`config.mk`:
```
export PLATFORM = sky130hd
export DESIGN_NAME = aibnd_dly_code_ctl
export DESIGN_NICKNAME = d
export VERILOG_FILES = /design/src/rtl/aibnd_dly_code_ctl.sv
export SDC_FILE = /design/constraint.sdc
export NUM_CORES = 1
export LEC_CHECK = 0
export ABC_CLOCK_PERIOD_IN_PS = 2900
export BUFFER_PORTS_ARGS = -buffer_cell sky130_fd_sc_hd__buf_2
export CAP_MARGIN = 20
export CORE_MARGIN = 2
export CORE_UTILIZATION = 40
export DETAILED_ROUTE_END_ITERATION = 12
export GPL_ROUTABILITY_DRIVEN = 0
export GPL_TIMING_DRIVEN = 0
export HOLD_SLACK_MARGIN = 0.06
export SYNTH_ARGS = -nofsm -noshare
export SYNTH_HDL_FRONTEND = slang
export SYNTH_SLANG_ARGS = --single-unit
```
`constraint.sdc`:
```
create_clock -name ck -period 2.9 [get_ports ck]
set_clock_uncertainty 0.15 [all_clocks]
set_input_delay 0.58 -clock ck [delete_from_list [all_inputs] [get_ports ck]]
set_output_delay 0.58 -clock ck [all_outputs]
set_load 0.1 [all_outputs]
```
`src/rtl/aibnd_dly_code_ctl.sv`:
```
// Sequencer for the NAND delay-line stage enables: walks bk one thermometer step per move toward a requested stage count.
// Latency: first bk step at T+3 after acceptance, one step per SETTLE+1 cycles, code_valid at T+3+d*(SETTLE+1).
// Backpressure: req_rdy is low while a transition is in progress or in reset; requests are not queued.
module aibnd_dly_code_ctl #(
    parameter int NSTG   = 6,
    parameter int CW     = 3,
    parameter int SETTLE = 4
) (
    input  logic            ck,
    input  logic            rst,
    input  logic            req_vld,
    input  logic [CW-1:0]   req_code,
    output logic            req_rdy,
    output logic [NSTG-1:0] bk,
    output logic            code_valid,
    output logic [CW-1:0]   cur_code,
    output logic            busy,
    output logic            err
);
    localparam int              CNTW     = (SETTLE > 0) ? $clog2(SETTLE + 1) : 1;
    localparam logic [CNTW-1:0] CNT_LOAD = (SETTLE > 0) ? CNTW'(SETTLE - 1) : '0;
    localparam logic [CW-1:0]   MAX_CODE = CW'(NSTG);

    localparam logic [1:0] ST_IDLE = 2'd0;
    localparam logic [1:0] ST_HOLD = 2'd1;
    localparam logic [1:0] ST_STEP = 2'd2;
    localparam logic [1:0] ST_SETL = 2'd3;

    // With no settle time the walker steps on back-to-back cycles.
    localparam logic [1:0] ST_AFTER_MOVE = (SETTLE > 0) ? ST_SETL : ST_STEP;

    logic [1:0]      state;
    logic [CW-1:0]   target;
    logic [CNTW-1:0] cnt;
    logic [CW-1:0]   req_clamp;

    assign req_clamp = (req_code > MAX_CODE) ? MAX_CODE : req_code;
    assign busy      = (state != ST_IDLE);
    assign req_rdy   = (state == ST_IDLE) && !rst;

    always_ff @(posedge ck) begin
        if (rst) begin
            state      <= ST_IDLE;
            target     <= '0;
            cnt        <= '0;
            bk         <= '0;
            cur_code   <= '0;
            code_valid <= 1'b0;
            err        <= 1'b0;
        end else begin
            case (state)
                ST_IDLE: begin
                    if (req_vld) begin
                        target <= req_clamp;
                        if (req_code > MAX_CODE) begin
                            err <= 1'b1;
                        end
                        // Re-requesting the code already on the line must not glitch code_valid.
                        if (!((req_clamp == cur_code) && code_valid)) begin
                            state      <= ST_HOLD;
                            code_valid <= 1'b0;
                        end
                    end
                end
                ST_HOLD: begin
                    state <= ST_STEP;
                end
                ST_STEP: begin
                    if (cur_code < target) begin
                        bk       <= (bk << 1) | NSTG'(1);
                        cur_code <= cur_code + CW'(1);
                        cnt      <= CNT_LOAD;
                        state    <= ST_AFTER_MOVE;
                    end else if (cur_code > target) begin
                        bk       <= bk >> 1;
                        cur_code <= cur_code - CW'(1);
                        cnt      <= CNT_LOAD;
                        state    <= ST_AFTER_MOVE;
                    end else begin
                        code_valid <= 1'b1;
                        state      <= ST_IDLE;
                    end
                end
                default: begin
                    if (cnt == '0) begin
                        state <= ST_STEP;
                    end else begin
                        cnt <= cnt - CNTW'(1);
                    end
                end
            endcase
        end
    end
endmodule

```
After elaboration in Yosys (flattened, before gate mapping)

Index checks and enable logic that the tools add are counted.

Bits in registers: 19
Input port bits: 6
Output and inout bits: 13
Logic and storage cells: 59

Add/subtract/negate cells: 3
Order comparisons: 3
Equal/unequal tests: 9
Multiplexer cells: 20
Bitwise operators: 1
Reduce and logical (&&, ||, !) cells: 16

Operator list:

| cell                                                                  | count |
|---|---|
| 3-bit 2-to-1 mux                                                      | 6 |
| 6-bit 2-to-1 mux                                                      | 2 |
| 2-bit 2-to-1 mux                                                      | 5 |
| 3-bit AND reduction                                                   | 3 |
| 2-bit inequality test, second input constant                          | 4 |
| 2-bit case mux with 3 select lines                                    | 1 |
| 3-bit case mux with 2 select lines                                    | 1 |
| 2-bit nonzero test                                                    | 3 |
| 3-bit by 1-bit subtractor with 3-bit output, second input constant    | 2 |
| 5-bit AND reduction                                                   | 1 |
| 1-bit 2-to-1 mux                                                      | 4 |
| 2-bit AND reduction                                                   | 2 |
| 4-bit nonzero test                                                    | 1 |
| 3-bit by 1-bit adder with 3-bit output, second input constant         | 1 |
| 3-bit equality test                                                   | 1 |
| 3-bit greater-than comparator                                         | 1 |
| 3-bit greater-than comparator, second input constant                  | 1 |
| 3-bit logical NOT                                                     | 1 |
| 3-bit less-than comparator                                            | 1 |
| 3-bit inequality test, second input constant                          | 1 |
| 2-bit by 1-bit equality test with 1-bit output, second input constant | 1 |
| 2-bit equality test, second input constant                            | 1 |
| 1-bit logical AND                                                     | 2 |
| 2-bit logical NOT                                                     | 1 |
| other kinds (5)                                                       | 5 |

Longest topological paths before layout

Depth after elaboration: 7
Gate-level depth with buffers: 10
Mapped depth without buffers: 9

Worst setup path after synthesis

OpenSTA, ideal clock, no wires.

Kind: register -> register
Start point: register cur_code[1]
End point: register cur_code[2]
Setup time: 71 ps
Data arrival time: 3,067 ps
Data required time: 2,679 ps
Setup slack: -388 ps
Cell stages (with the launch flop): 10
Buffers on the path: 1
Period minus slack after synthesis: 3,288 ps
Cell sequence: dfxtp_1 ha_1 nor2b_1 o21a_1 or2_1 buf_2 fa_1 o21a_1 or4_1 a21oi_1

Cells in the longest elaborated chain, start to end: 3
Elaborated cells on any way between the ends: 8
Those cells by class: add/sub: 2; order compare: 2; mux: 2; reduce/logical: 2

RTL lines:

| item                                                                      | RTL line | source |
|---|---|---|
| from (decl)                                                               | 16       | `output logic [CW-1:0] cur_code,` |
| from (signal assigned)                                                    | 71       | `cur_code <= cur_code + CW'(1);` |
| from (signal assigned)                                                    | 76       | `cur_code <= cur_code - CW'(1);` |
| 3-bit by 1-bit subtractor with 3-bit output, or another cell as far along | 76       |  |
| 3-bit 2-to-1 mux or 2-bit nonzero test (tied branches)                    | -        |  |
| 3-bit 2-to-1 mux or 2-bit AND reduction (tied branches)                   | -        |  |

Several ways; a longest one is shown, not always the timed one. The select of a mux whose other input is x is not followed.
A chain may end at the register's enable or synchronous reset.

Final worst setup path

Start point: register target[1]
End point: register cur_code[2]

Cells in the longest elaborated chain, start to end: 3
Elaborated cells on any way between the ends: 5
Those cells by class: order compare: 2; mux: 1; reduce/logical: 2

RTL lines:

| item                                                                        | RTL line | source |
|---|---|---|
| from (decl)                                                                 | 33       | `logic [CW-1:0] target;` |
| from (signal assigned)                                                      | 54       | `target <= req_clamp;` |
| 3-bit less-than comparator or 3-bit greater-than comparator (tied branches) | 69, 74   |  |
| 2-bit nonzero test (no line)                                                | -        |  |
| 2-bit AND reduction (no line)                                               | -        |  |

Several ways; a longest one is shown, not always the timed one.

==> impl_results.md <==
- Status: completed
- Yosys top cell area share: 35.7%
- Most frequent cell after synthesis: dfxtp_1
- Fin crit share: 91.6%
- Max cap viols: 0
- Commonest cells post-synth: dfxtp_1 (19), nand2_1 (12), a21oi_1 (11), inv_1 (10), nor2_1 (10)
- Maximum vdd drop: 788 µV
- Reg clk slew, reported paths: 0.11 ns
- First-pass GRT wire length: 3740 µm
- Top layer used by detailed routing: met4
- Residual DRC: 0
- Worst Path Class, Setup: reg2reg
- Pwr/cell area: 1130 nW/µm²
- Setup ws final: 0.243 ns
- Net count, final: 162
- CP Launch Type: register
- Placed Cells: 172
- Core area: 2500 µm²
- RSZ-0062 raised after global routing: no
- Die area: 3090 µm²
- Slowest CP cell: or4_1
- Fin cells: 176
- Antenna violations before repair: 0
- Root Driver: clkbuf_4
- CTS tree: built
- Synth area leaders: dfxtp_1 (36%), ha_1 (9.4%), mux2i_1 (5.6%)
- Cells on worst reg2reg path: 10
- M1 wire length: 1110 µm
- Layout cell share with drive strength beyond 1: 19.9%
- Largest net degree at the start of global routing: 11
- Fmax achieved: 376 MHz
- Final slew viol count: 0
- Routed length on met2: 997 µm
- Area of the multi-input gates: 623 µm²
- Rel. slew slack: 64.7%
- Top-level port count: 19
- Minimum clock period: 2.66 ns
- Routed len/inst: 12.6 µm
- Final Hold Vio Count: 0
- Mapped Nets: 140
- Hold Slack: 0.317 ns
- Met3 WL post-DR: 96 µm
- Routed Antenna Nets: 0
- Number of vias per cell: 5.19
- Area occupied by registers: 382 µm²
- GR Util All Layers: 15.1%
- HPWL after detailed placement: 1710 µm
- Grt ovf: 0
- Hold depth: 2
- Resized cells post-CTS: 0
- P&R area growth vs syn: 14.3%
- Number of global-route vias before repair: 875
- Ant. Diodes: 0
- Yosys top cell by area: dfxtp_1
- Post-CTS setup buffer count: 0
- Initial Utilization: 42.6%
- Crit path arrival time: 2.74 ns
- Ys async rst share: 0%
- Sequential area share after synthesis: 35.7%
- Port bufs: 17
- Synth Warn #: 0
- CTS hold repair buffers: 0
- Synth Cell Area: 1060 µm²
- 1st-iter DRT viols: 15
- CP Max Fanout: 7
- CTS max path bufs: 2
- Detailed-router iteration count before antenna repair: 4
- Sink Count: 19
- Measured slew at the worst slew-check pin: 0.530 ns
- Worst Path Required: 2.98 ns
- TritonCTS buffer count: 3
- Syn Inst Count: 125
- Cell variety after synth: 36
- Min-delay worst type: reg2reg
- Ys flop type: dfxtp_1
- Die Height: 55.6 µm
- Filler Cells Inserted: 249
- Worst path most repeated cell: o21a_1
- P_leak: 0.541 nW
- Post-Route WL: 2210 µm
- Clk_lat worst skew: 0.29 ns
- Syn_area_per_cell: 8.52 µm²
- Width of the die: 55.6 µm
- Worst setup EP type: register
- Slowest cell delay on critical path: 0.40 ns
- Number of synthesized flops with an enable pin: 0
- #FFs+latches synth: 19
- Critical path cell sequence: inv_1, ha_1, nor2b_1, o21a_1, or2_1, buf_2, fa_1, o21a_1, or4_1, a21oi_1
- H-tree depth: 1
- Final setup fails: 0
- Vias: 914
- Row Count: 18
- Place WS: 0.277 ns
[power breakdown]
part	internal [W]	switching (W)	leakage (nW)	total, W
Sequential	0.000325	0.0000491	0.155	0.000374
Combinational	0.000257	0.000612	0.371	0.000870
Clock	0.0000535	0.0000833	0.0150	0.000137
[per-layer routing]
metal | track usage [%] | vias to the layer above
li1 | - | 479
met1 | 19.8 | 415
met2 | 24.5 | 18
met3 | 2.33 | 2
met4 | 6.97 | 0
met5 | 0 | -
[flip-flops by register name, summed over array words and instances (netlist names)]
signal and cells:
target 3, cur_code 3, bk 6, cnt 3, err 1, code_valid 1
state 2
[placed cells by master, fill, tap and decap left out, types with 2 or more instances in the layout]
cell       n
nor2_1     9
o21ai_0    6
nand3_1    3
clkbuf_4   3
buf_2     20
inv_1     10
ha_1       8
mux2i_1    6
nor4_1     2
xor2_1     2
nand2_1   12
and2_1     2
dfxtp_1   18
nor2b_1    3
xnor2_1    3
o21a_1     2
clkbuf_1   4
a21oi_1   11
nor3_1     2
[critical path, delay by kind of cell, from the launching register on]
| kind | cells | cell delay (ns) |
|---|---|---|
| AO/OA/AOI/OAI | 3 | 0.45 |
| buffers and inverters | 2 | 0.23 |
| adder cells (fa/ha/maj) | 2 | 0.66 |
| AND/OR/NAND/NOR | 3 | 0.74 |
| flip-flops | 1 | 0.36 |
[metrics by stage]
| step | util, % | power (W) | setup TNS, ns | cell area [µm²] |
|---|---|---|---|---|
| global route | 48.7 | 0.00148 | 0 | 1220 |
| finish | 48.7 | 0.00138 | 0 | 1220 |
| floorplan | - | 0.00110 | -0.179 | 1070 |
| detailed placement | 47.6 | 0.00125 | 0 | 1190 |
| global placement | 47.6 | 0.00123 | 0 | 1190 |
| CTS | 48.7 | 0.00139 | 0 | 1220 |
[cells by family (layout without fill, tap and decap cells)]
group	after synthesis	after routing	share of synthesized area [%]
AOI/OAI and AO/OA	31	31	18.8
adders and majority gates	9	9	11.3
buffers and inverters	16	37	5.99
and+or+nand+nor	39	39	18.4
xor gates and xnor gates	5	5	4.11
muxes	6	6	5.64
DFF	19	19	35.7
[worst paths after layout]
check / to / start / slack, ns
worst max-delay path: cur_code[2] / target[1] / 0.24
worst max register to register: cur_code[2] / target[1] / 0.24
worst min-delay path: target[2] / target[2] / 0.32
worst min register to register: target[2] / target[2] / 0.32
[layout make-up]
cell class	instances	share of cell area, %
buffer	6	2.16
clock buffer	4	2.16
inverter	10	3.08
multi-input combinational	90	51.2
sequential	19	31.3
tap	30	3.08
timing repair buffer	17	6.99
(Power assumes the default switching activity.)
